File: config.mk
export PLATFORM = sky130hd
export DESIGN_NAME = lsu_master_flat
export DESIGN_NICKNAME = d
export VERILOG_FILES = /design/src/rtl/lsu_master_if.sv /design/src/rtl/lsu_master.sv /design/src/flat_wrapper.sv
export SDC_FILE = /design/constraint.sdc
export NUM_CORES = 1
export LEC_CHECK = 0
export BUFFER_PORTS_ARGS = -buffer_cell sky130_fd_sc_hd__buf_2
export CAP_MARGIN = 25
export CORE_MARGIN = 1.5
export CORE_UTILIZATION = 48
export CTS_CLUSTER_DIAMETER = 50
export DETAILED_ROUTE_END_ITERATION = 8
export PLACE_DENSITY = 0.88
export SKIP_CTS_REPAIR_TIMING = 1
export SLEW_MARGIN = 30
export SYNTH_ARGS = -nofsm -noshare
export SYNTH_HDL_FRONTEND = slang
export SYNTH_SLANG_ARGS = --single-unit
File: constraint.sdc
create_clock -name CLK -period 6.6 [get_ports CLK]
set_input_delay 1.32 -clock CLK [delete_from_list [all_inputs] [get_ports CLK]]
set_output_delay 1.32 -clock CLK [all_outputs]
set_load 0.1 [all_outputs]
File: src/rtl/lsu_master_if.sv
// Request/grant/response bus between the load/store master and the external
// word-addressed memory.
interface lsu_master_if;
   logic        mem_req;
   logic        mem_we;
   logic [31:0] mem_addr;
   logic [31:0] mem_wdata;
   logic        mem_gnt;
   logic        mem_rvalid;
   logic [31:0] mem_rdata;

   modport master (
      output mem_req, mem_we, mem_addr, mem_wdata,
      input  mem_gnt, mem_rvalid, mem_rdata
   );

   modport slave (
      input  mem_req, mem_we, mem_addr, mem_wdata,
      output mem_gnt, mem_rvalid, mem_rdata
   );
endinterface

File: src/rtl/lsu_master.sv
// LW/SW bus master for the single-cycle MIPS core: stalls the core while an
// access is in flight and drives the register-file write-back value.
module lsu_master #(
   parameter int TIMEOUT = 255,
   parameter int CNT_W   = 8
) (
   input  logic        CLK,
   input  logic        RST_N,
   input  logic [31:0] Ins,
   input  logic [31:0] Result,
   input  logic [31:0] Rdata2,
   input  logic [31:0] nextPC,
   output logic [31:0] Wdata,
   output logic        Stall,
   output logic        Err,
   lsu_master_if.master mem
);

   localparam logic [5:0] LW   = 6'h23;
   localparam logic [5:0] SW   = 6'h2b;
   localparam logic [5:0] JAL  = 6'h03;
   localparam logic [5:0] JALR = 6'h09;

   typedef enum logic [1:0] {S_IDLE, S_REQ, S_WAIT, S_DONE} state_t;

   state_t             state;
   logic [31:0]        addr_q, wdata_q, rdata_q;
   logic               we_q, req_q;
   logic [CNT_W-1:0]   cnt, cnt_nxt;
   logic [5:0]         op, funct;
   logic               is_mem, tmo;
   logic               unused_ins;

   assign op         = Ins[31:26];
   assign funct      = Ins[5:0];
   assign unused_ins = ^Ins[25:6];
   assign is_mem     = (op == LW) || (op == SW);

   // Saturating increment; the access times out on the cycle it would reach TIMEOUT.
   assign cnt_nxt = (cnt == CNT_W'(TIMEOUT)) ? cnt : cnt + 1'b1;
   assign tmo     = (cnt_nxt == CNT_W'(TIMEOUT));

   assign Stall = ((state == S_IDLE) && is_mem) || (state == S_REQ) || (state == S_WAIT);
   assign Err   = (state == S_WAIT) && !mem.mem_rvalid && tmo;

   assign mem.mem_req   = req_q;
   assign mem.mem_we    = we_q;
   assign mem.mem_addr  = addr_q;
   assign mem.mem_wdata = wdata_q;

   always_comb begin
      Wdata = Result;
      if (op == LW)                          Wdata = rdata_q;
      else if (op == JAL)                    Wdata = nextPC;
      else if ((op == 6'h00) && (funct == JALR)) Wdata = nextPC;
   end

   always_ff @(posedge CLK) begin
      if (!RST_N) begin
         state   <= S_IDLE;
         addr_q  <= '0;
         wdata_q <= '0;
         rdata_q <= '0;
         we_q    <= 1'b0;
         req_q   <= 1'b0;
         cnt     <= '0;
      end else begin
         case (state)
            S_IDLE: if (is_mem) begin
               addr_q  <= Result;
               wdata_q <= Rdata2;
               we_q    <= (op == SW);
               req_q   <= 1'b1;
               state   <= S_REQ;
            end
            // rvalid is not looked at here: data may only follow the grant cycle.
            S_REQ: if (mem.mem_gnt) begin
               req_q <= 1'b0;
               cnt   <= '0;
               state <= we_q ? S_DONE : S_WAIT;
            end
            S_WAIT: begin
               if (mem.mem_rvalid) begin
                  rdata_q <= mem.mem_rdata;
                  state   <= S_DONE;
               end else if (tmo) begin
                  rdata_q <= '0;
                  state   <= S_DONE;
               end else begin
                  cnt <= cnt_nxt;
               end
            end
            S_DONE:  state <= S_IDLE;
            default: state <= S_IDLE;
         endcase
      end
   end

endmodule

File: src/flat_wrapper.sv
// flat-port wrapper written by rule: the top's interface ports become plain ports
module lsu_master_flat 
#(
   parameter int TIMEOUT = 255,
   parameter int CNT_W   = 8
)
  (CLK, RST_N, Ins, Result, Rdata2, nextPC, Wdata, Stall, Err, mem_mem_req, mem_mem_we, mem_mem_addr, mem_mem_wdata, mem_mem_gnt, mem_mem_rvalid, mem_mem_rdata);
  lsu_master_if mem_i ();
  input  logic CLK;
  input  logic RST_N;
  input  logic [31:0] Ins;
  input  logic [31:0] Result;
  input  logic [31:0] Rdata2;
  input  logic [31:0] nextPC;
  output logic [31:0] Wdata;
  output logic Stall;
  output logic Err;
  output wire logic [$bits(mem_i.mem_req)-1:0] mem_mem_req;
  output wire logic [$bits(mem_i.mem_we)-1:0] mem_mem_we;
  output wire logic [$bits(mem_i.mem_addr)-1:0] mem_mem_addr;
  output wire logic [$bits(mem_i.mem_wdata)-1:0] mem_mem_wdata;
  input wire logic [$bits(mem_i.mem_gnt)-1:0] mem_mem_gnt;
  input wire logic [$bits(mem_i.mem_rvalid)-1:0] mem_mem_rvalid;
  input wire logic [$bits(mem_i.mem_rdata)-1:0] mem_mem_rdata;
  assign mem_mem_req = mem_i.mem_req;
  assign mem_mem_we = mem_i.mem_we;
  assign mem_mem_addr = mem_i.mem_addr;
  assign mem_mem_wdata = mem_i.mem_wdata;
  assign mem_i.mem_gnt = mem_mem_gnt;
  assign mem_i.mem_rvalid = mem_mem_rvalid;
  assign mem_i.mem_rdata = mem_mem_rdata;
  lsu_master #(.TIMEOUT(TIMEOUT), .CNT_W(CNT_W)) u_core (.CLK(CLK), .RST_N(RST_N), .Ins(Ins), .Result(Result), .Rdata2(Rdata2), .nextPC(nextPC), .Wdata(Wdata), .Stall(Stall), .Err(Err), .mem(mem_i));
endmodule
==> results.py, run 1 <==
metrics = {
    "synth": {
        "ys_warn_count": 0,
        "syn-num-nets": 757,
        "synth.avg_cell_area_um2": 8.20,
        "netlist_area_um2": 4820,
        "syn_inst": 588,
        "synth-edff-count": 0,
        "synth-main-ff-cell": "dfxtp_1",
        "yosysSeqAreaShare": 0.448,
        "ys_ff_latch": 108,
        "synth_cell_types": 53,
        "async_flop_share": 0,
    },
    "run": {
        "drv_cap": 0,
    },
    "power": {
        "max-vdd-ir-drop_v": 0.000139,
        "powerDensity_nw_per_um2": 237,
        "p_leak_nw": 2.76,
    },
    "timing": {
        "worstMarginPinSlew_ns": 0.988,
        "final_hold_viol_count": 0,
        "totalNegativeSetupSlack_ns": 0,
        "rsz0062_at_grt": "false",
        "period_minus_slack_ns": 5.12,
        "finalSetupViolCount": 0,
        "drv_slew": 0,
        "slew_headroom": 0.340,
        "max_freq_ghz": 0.195,
        "skew_ns": 0.0154,
        "whs_ns": 0.457,
        "fin_crit_sh": 0.776,
        "layout_setup_ws_ns": 1.48,
    },
    "finish": {
        "area_growth_pct": 29.7,
        "final_cell_mix": "243 x buf_2, 146 x nand2_1, 108 x dfxtp_1, 103 x a21oi_1, 46 x nor2_1",
        "post-route-util": 0.640,
        "nFillCells": 889,
        "mostFrequentLayoutCell": "buf_2",
        "multi_input_area_um2": 2440,
        "fin_nets": 974,
        "regArea_um2": 2160,
        "drive_above_1_share": 0.353,
        "fin_cells": 946,
    },
    "clocking": {
        "cts.sinks": 108,
        "worstSkewPairLatency_ns": 0.37,
        "cts.path.max_buffers": 2,
        "cts_made_buffers": 9,
        "root_buffer": "clkbuf_8",
        "clk_pin_slew_ns": 0.11,
        "cts_tree": "built",
        "htree_levels": 3,
    },
    "grt": {
        "grt_max_degree": 74,
        "grt_pass1_vias": 4590,
        "grt_pass1_wl_um": 21400,
        "track_usage": 0.257,
        "grt_antenna_before_repair": 0,
        "gr-total-overflow": 0,
    },
    "routing": {
        "vias_per_cell": 5.32,
        "first_pass_iters": 5,
        "wl_um": 14600,
        "drt_iter0_markers": 201,
        "drc": 0,
        "ant_nets": 0,
        "wl_per_cell_um": 15.4,
        "vias": 5034,
    },
    "outcome": {
        "outcome": "finished clean",
    },
    "setup_path": {
        "cp_slowest_cell": "nor2_4",
        "worstPathCellList": "buf_2 > nor4b_1 > a22oi_1 > nor2_4 > buf_4 > mux2i_1 > a21oi_1 > buf_2",
        "crit_type": "input port to primary output",
        "critPathArrivalTime_ns": 3.80,
        "crit_required_ns": 5.28,
        "worst-path-buf-inv": 3,
        "crit_path_max_fanout": 24,
        "path_delay_family": "simple AND/OR/NAND/NOR gates",
        "path_common_cell": "buf_2",
        "worst_setup_path_end_kind": "primary output",
        "r2r_slack_ns": 4.05,
        "start_kind": "input port",
        "cpPeakStageDelay_ns": 0.79,
    },
    "floorplan": {
        "die_height_um": 103,
        "initial_utilization": 0.493,
        "coreArea_um2": 9770,
        "die_x_um": 103,
        "io_pins": 264,
        "die_area_um2": 10700,
        "rows": 36,
    },
    "placed_design": {
        "gp_routability_congestion": 0.855,
        "pre_cts_ws_ns": 1.46,
        "place_inst": 927,
        "numPortBuffers": 243,
        "dp_hpwl_um": 10300,
    },
    "min_path": {
        "hp-class": "flip-flop to flip-flop",
    },
}
area by class of cell:
class                   count  share of cell area
multi-input cells         429               0.390
diodes                      3             0.00120
flip-flops and latches    108               0.346
well taps                 133              0.0266
inverters                   7             0.00420
clock inverters             6             0.00900
clock buffers              10              0.0204
repair buffers            250               0.203
sequential cells by signal (all words and copies together) (netlist names):
signal / flops
u_core.cnt: 8
u_core.mem.mem_addr: 32
u_core.mem.mem_req: 1
u_core.mem.mem_wdata: 32
u_core.mem.mem_we: 1
u_core.rdata_q: 32
u_core.state: 2
synthesized netlist by cell type, types with 2 or more instances:
cell type,instances,share of area
and2_1,2,0.0026
buf_6,4,0.0093
buf_4,3,0.0047
nand2b_1,3,0.0039
clkbuf_1,31,0.024
a21oi_1,103,0.11
nor2_1,47,0.037
dfxtp_1,108,0.45
a211oi_1,2,0.0031
nand3_1,6,0.0062
ha_1,5,0.013
nand2_1,147,0.11
nor4b_1,3,0.0054
a22o_1,32,0.058
inv_1,7,0.0054
a311oi_1,2,0.0036
buf_2,6,0.0062
a31oi_1,2,0.0026
mux2i_1,33,0.069
o21ai_0,7,0.0073
nor2b_1,2,0.0026
o211ai_1,2,0.0031
power breakdown:
part           switching (mW)  total, mW  internal, mW
combinational           0.301      0.406         0.105
clock                   0.243      0.389         0.146
sequential             0.0140      0.685         0.671
worst min-delay path, delay by kind of cell, from the launching register on:
| family | cells | cell delay (ns) |
|---|---|---|
| flops | 1 | 0.32 |
| compound gates | 1 | 0.05 |
| simple gates | 1 | 0.05 |
routing by layer:
metal  wire (µm)  up-vias  track usage
met5           0        -            0
met4         282        0        0.109
met3        1160       25       0.0612
met2        7090      210        0.449
met1        6020     2338        0.304
li1            -     2461            -
stage by stage:
step	total power, mW	area, µm²
6_report	1.48	6250
5_1_grt	1.55	6250
4_1_cts	1.49	6250
3_5_place_dp	1.11	6060
3_3_place_gp	1.10	6060
2_1_floorplan	1.01	4820
kinds of logic after synthesis:
kind of cell	after synthesis	synth area share
AND/OR/NAND/NOR	222	0.190
AO/OA/AOI/OAI	169	0.230
flip-flops	108	0.448
buffers and inverters	51	0.0498
multiplexers	33	0.0685
adder cells (fa/ha/maj)	5	0.0130
worst paths after layout:
kind | from | endpoint | depth (start not counted)
max reg2reg | u_core.cnt[0]$_SDFFE_PN0P_ | u_core.rdata_q[3]$_SDFFE_PN0P_ | 7
max | Ins[26] | Wdata[22] | 8
min reg2reg | u_core.mem.mem_wdata[13]$_SDFFE_PN0P_ | u_core.mem.mem_wdata[13]$_SDFFE_PN0P_ | 2
min | u_core.mem.mem_wdata[13]$_SDFFE_PN0P_ | u_core.mem.mem_wdata[13]$_SDFFE_PN0P_ | 2
No activity file was read; power rests on OpenSTA's default activity.
==> run 2, diff against run 1 <==
--- a/config.mk
+++ b/config.mk
@@ -5,13 +5,14 @@
 export SDC_FILE = /design/constraint.sdc
 export NUM_CORES = 1
 export LEC_CHECK = 0
+export ABC_AREA = 1
 export BUFFER_PORTS_ARGS = -buffer_cell sky130_fd_sc_hd__buf_2
 export CAP_MARGIN = 25
 export CORE_MARGIN = 1.5
-export CORE_UTILIZATION = 48
+export CORE_UTILIZATION = 41
 export CTS_CLUSTER_DIAMETER = 50
 export DETAILED_ROUTE_END_ITERATION = 8
-export PLACE_DENSITY = 0.88
+export PLACE_DENSITY = 0.79
 export SKIP_CTS_REPAIR_TIMING = 1
 export SLEW_MARGIN = 30
 export SYNTH_ARGS = -nofsm -noshare
==> constraint.sdc (replaced) <==
create_clock -name CLK -period 4.3 [get_ports CLK]
set_input_delay 0.86 -clock CLK [delete_from_list [all_inputs] [get_ports CLK]]
set_output_delay 0.86 -clock CLK [all_outputs]
set_load 0.1 [all_outputs]
==> results.py, run 2 <==
metrics = {
    "placed_design": {
        "dp_hpwl_um": 11300,
        "gp_routability_congestion": 0.882,
        "pre_cts_ws_ns": 0.537,
        "numPortBuffers": 243,
    },
    "timing": {
        "period_minus_slack_ns": 3.76,
        "worstMarginPinSlew_ns": 0.689,
        "max_freq_ghz": 0.266,
        "final_hold_viol_count": 0,
        "slew_headroom": 0.540,
        "whs_ns": 0.442,
        "skew_ns": 0.00732,
        "rsz0062_at_grt": "false",
        "layout_setup_ws_ns": 0.537,
        "totalNegativeSetupSlack_ns": 0,
        "drv_slew": 0,
        "fin_crit_sh": 0.875,
        "finalSetupViolCount": 0,
    },
    "clocking": {
        "clk_pin_slew_ns": 0.07,
        "cts_made_buffers": 9,
        "cts.sinks": 108,
        "cts.path.max_buffers": 2,
        "worstSkewPairLatency_ns": 0.35,
        "root_buffer": "clkbuf_16",
        "cts_tree": "built",
        "htree_levels": 3,
    },
    "routing": {
        "first_pass_iters": 5,
        "wl_um": 15100,
        "vias": 5421,
        "drt_iter0_markers": 378,
        "ant_nets": 0,
        "wl_per_cell_um": 13.2,
        "drc": 0,
        "vias_per_cell": 4.76,
    },
    "grt": {
        "track_usage": 0.223,
        "gr-total-overflow": 0,
        "grt_max_degree": 83,
        "grt_pass1_vias": 4665,
        "grt_pass1_wl_um": 23000,
        "grt_antenna_before_repair": 2,
    },
    "power": {
        "p_leak_nw": 3.17,
        "powerDensity_nw_per_um2": 469,
        "total_power_mw": 3.18,
        "max-vdd-ir-drop_v": 0.000223,
    },
    "synth": {
        "yosysSeqAreaShare": 0.423,
        "yosysTopAreaCellShare": 0.423,
        "synthTopCellsByCount": "143 x nand2_1, 131 x o21ai_0, 113 x inv_1, 108 x dfxtp_1, 105 x a21oi_1",
        "syn_inst": 754,
        "yosys-top-cells-area": "dfxtp_1 42%, o21ai_0 13%, nand2_1 11%",
        "ys_ff_latch": 108,
        "async_flop_share": 0,
        "netlist_area_um2": 5110,
        "synth-edff-count": 0,
        "syn-num-nets": 923,
        "synth.most_common_cell": "nand2_1",
        "yosysTopAreaCell": "dfxtp_1",
        "synth.avg_cell_area_um2": 6.77,
        "ys_warn_count": 0,
        "synth_cell_types": 30,
        "synth-main-ff-cell": "dfxtp_1",
    },
    "finish": {
        "mostFrequentLayoutCell": "buf_2",
        "post-route-util": 0.563,
        "drive_above_1_share": 0.300,
        "area_growth_pct": 32.9,
        "final_cell_mix": "243 x buf_2, 143 x nand2_1, 111 x inv_1, 108 x dfxtp_1, 105 x a21oi_1",
        "fin_nets": 1134,
    },
    "outcome": {
        "outcome": "finished clean",
    },
    "run": {
        "drv_cap": 0,
    },
    "setup_path": {
        "crit_path_max_fanout": 31,
        "crit_type": "input port to primary output",
        "critPathArrivalTime_ns": 2.90,
        "r2r_start": "u_core.cnt[0]$_SDFFE_PN0P_",
        "crit_required_ns": 3.44,
        "worstSetupStartpoint": "Ins[26]",
        "r2r_slack_ns": 1.48,
        "start_kind": "input port",
        "worst_setup_path_end_kind": "primary output",
    },
    "floorplan": {
        "die_height_um": 115,
        "die_area_um2": 13100,
        "die_x_um": 115,
        "rows": 40,
        "initial_utilization": 0.423,
        "coreArea_um2": 12100,
        "io_pins": 264,
    },
    "min_path": {
        "hold_start": "u_core.mem.mem_wdata[20]$_SDFFE_PN0P_",
        "hp-class": "flip-flop to flip-flop",
    },
}
## run 2: cell count changes in the layout (fill, tap and decap cells not counted), sizes merged, moves of 3 or more
| cell | before | now |
|---|---|---|
| o211ai | 3 | 0 |
| nand2b | 3 | 0 |
| o21ai | 7 | 132 |
| nor4b | 3 | 0 |
| a22o | 32 | 0 |
| nor2 | 48 | 34 |
| inv | 10 | 115 |
| mux2i | 33 | 0 |
| nand3 | 6 | 46 |
## run 2: cells by family (layout without fill, tap and decap cells)
family / count (synthesis) / in the layout / synth area share
compound gates: 240 / 240 / 0.237
xor+xnor: 1 / 1 / 0.00172
simple gates: 235 / 235 / 0.200
other cells: 0 / 2 / 0
buf+inv: 165 / 381 / 0.126
flops: 108 / 108 / 0.423
fa+ha+maj: 5 / 5 / 0.0122
## run 2: stage by stage
stage | std cells | area [µm²]
2_1_floorplan | 754 | 5110
3_3_place_gp | 1121 | 6410
3_5_place_dp | 1122 | 6440
4_1_cts | 1138 | 6780
5_1_grt | 1140 | 6790
6_report | 1140 | 6790
## run 2: where the power goes
part,internal (mW),leakage (nW),switching (mW)
clock,0.561,0.169,0.364
combinational,0.280,2.12,0.797
sequential,1.10,0.874,0.0817
## run 2: final timing paths
check,end,cells past startpoint
setup / recovery,Wdata[0],9
hold / removal,u_core.mem.mem_wdata[20]$_SDFFE_PN0P_,2
setup reg to reg,u_core.cnt[3]$_SDFFE_PN0P_,12
hold reg to reg,u_core.mem.mem_wdata[20]$_SDFFE_PN0P_,2
## run 2: cell type report
type	instances	area, µm²
Timing Repair Buffer	250	1300
Clock inverter	4	77.6
Inverter	115	432
Tap cell	168	210
Sequential cell	108	2160
Antenna cell	2	5.00
Clock buffer	12	267
Fill cell	1211	5270
Multi-Input combinational cell	481	2330
## run 2: worst max-delay path: stages
cell and delay, ns:
buf_2 0.10, or2_2 0.29, nor3_1 0.30, o21ai_4 0.21, buf_4 0.30, nand2_1 0.07, o21ai_0 0.12, o21ai_1 0.19
buf_2 0.45
## run 2: metal layers
metal	GRT usage	share of wire	up-vias
li1	-	-	2853
met1	0.303	0.46	2364
met2	0.349	0.46	180
met3	0.0424	0.059	24
met4	0.0933	0.022	0
met5	0	0	-
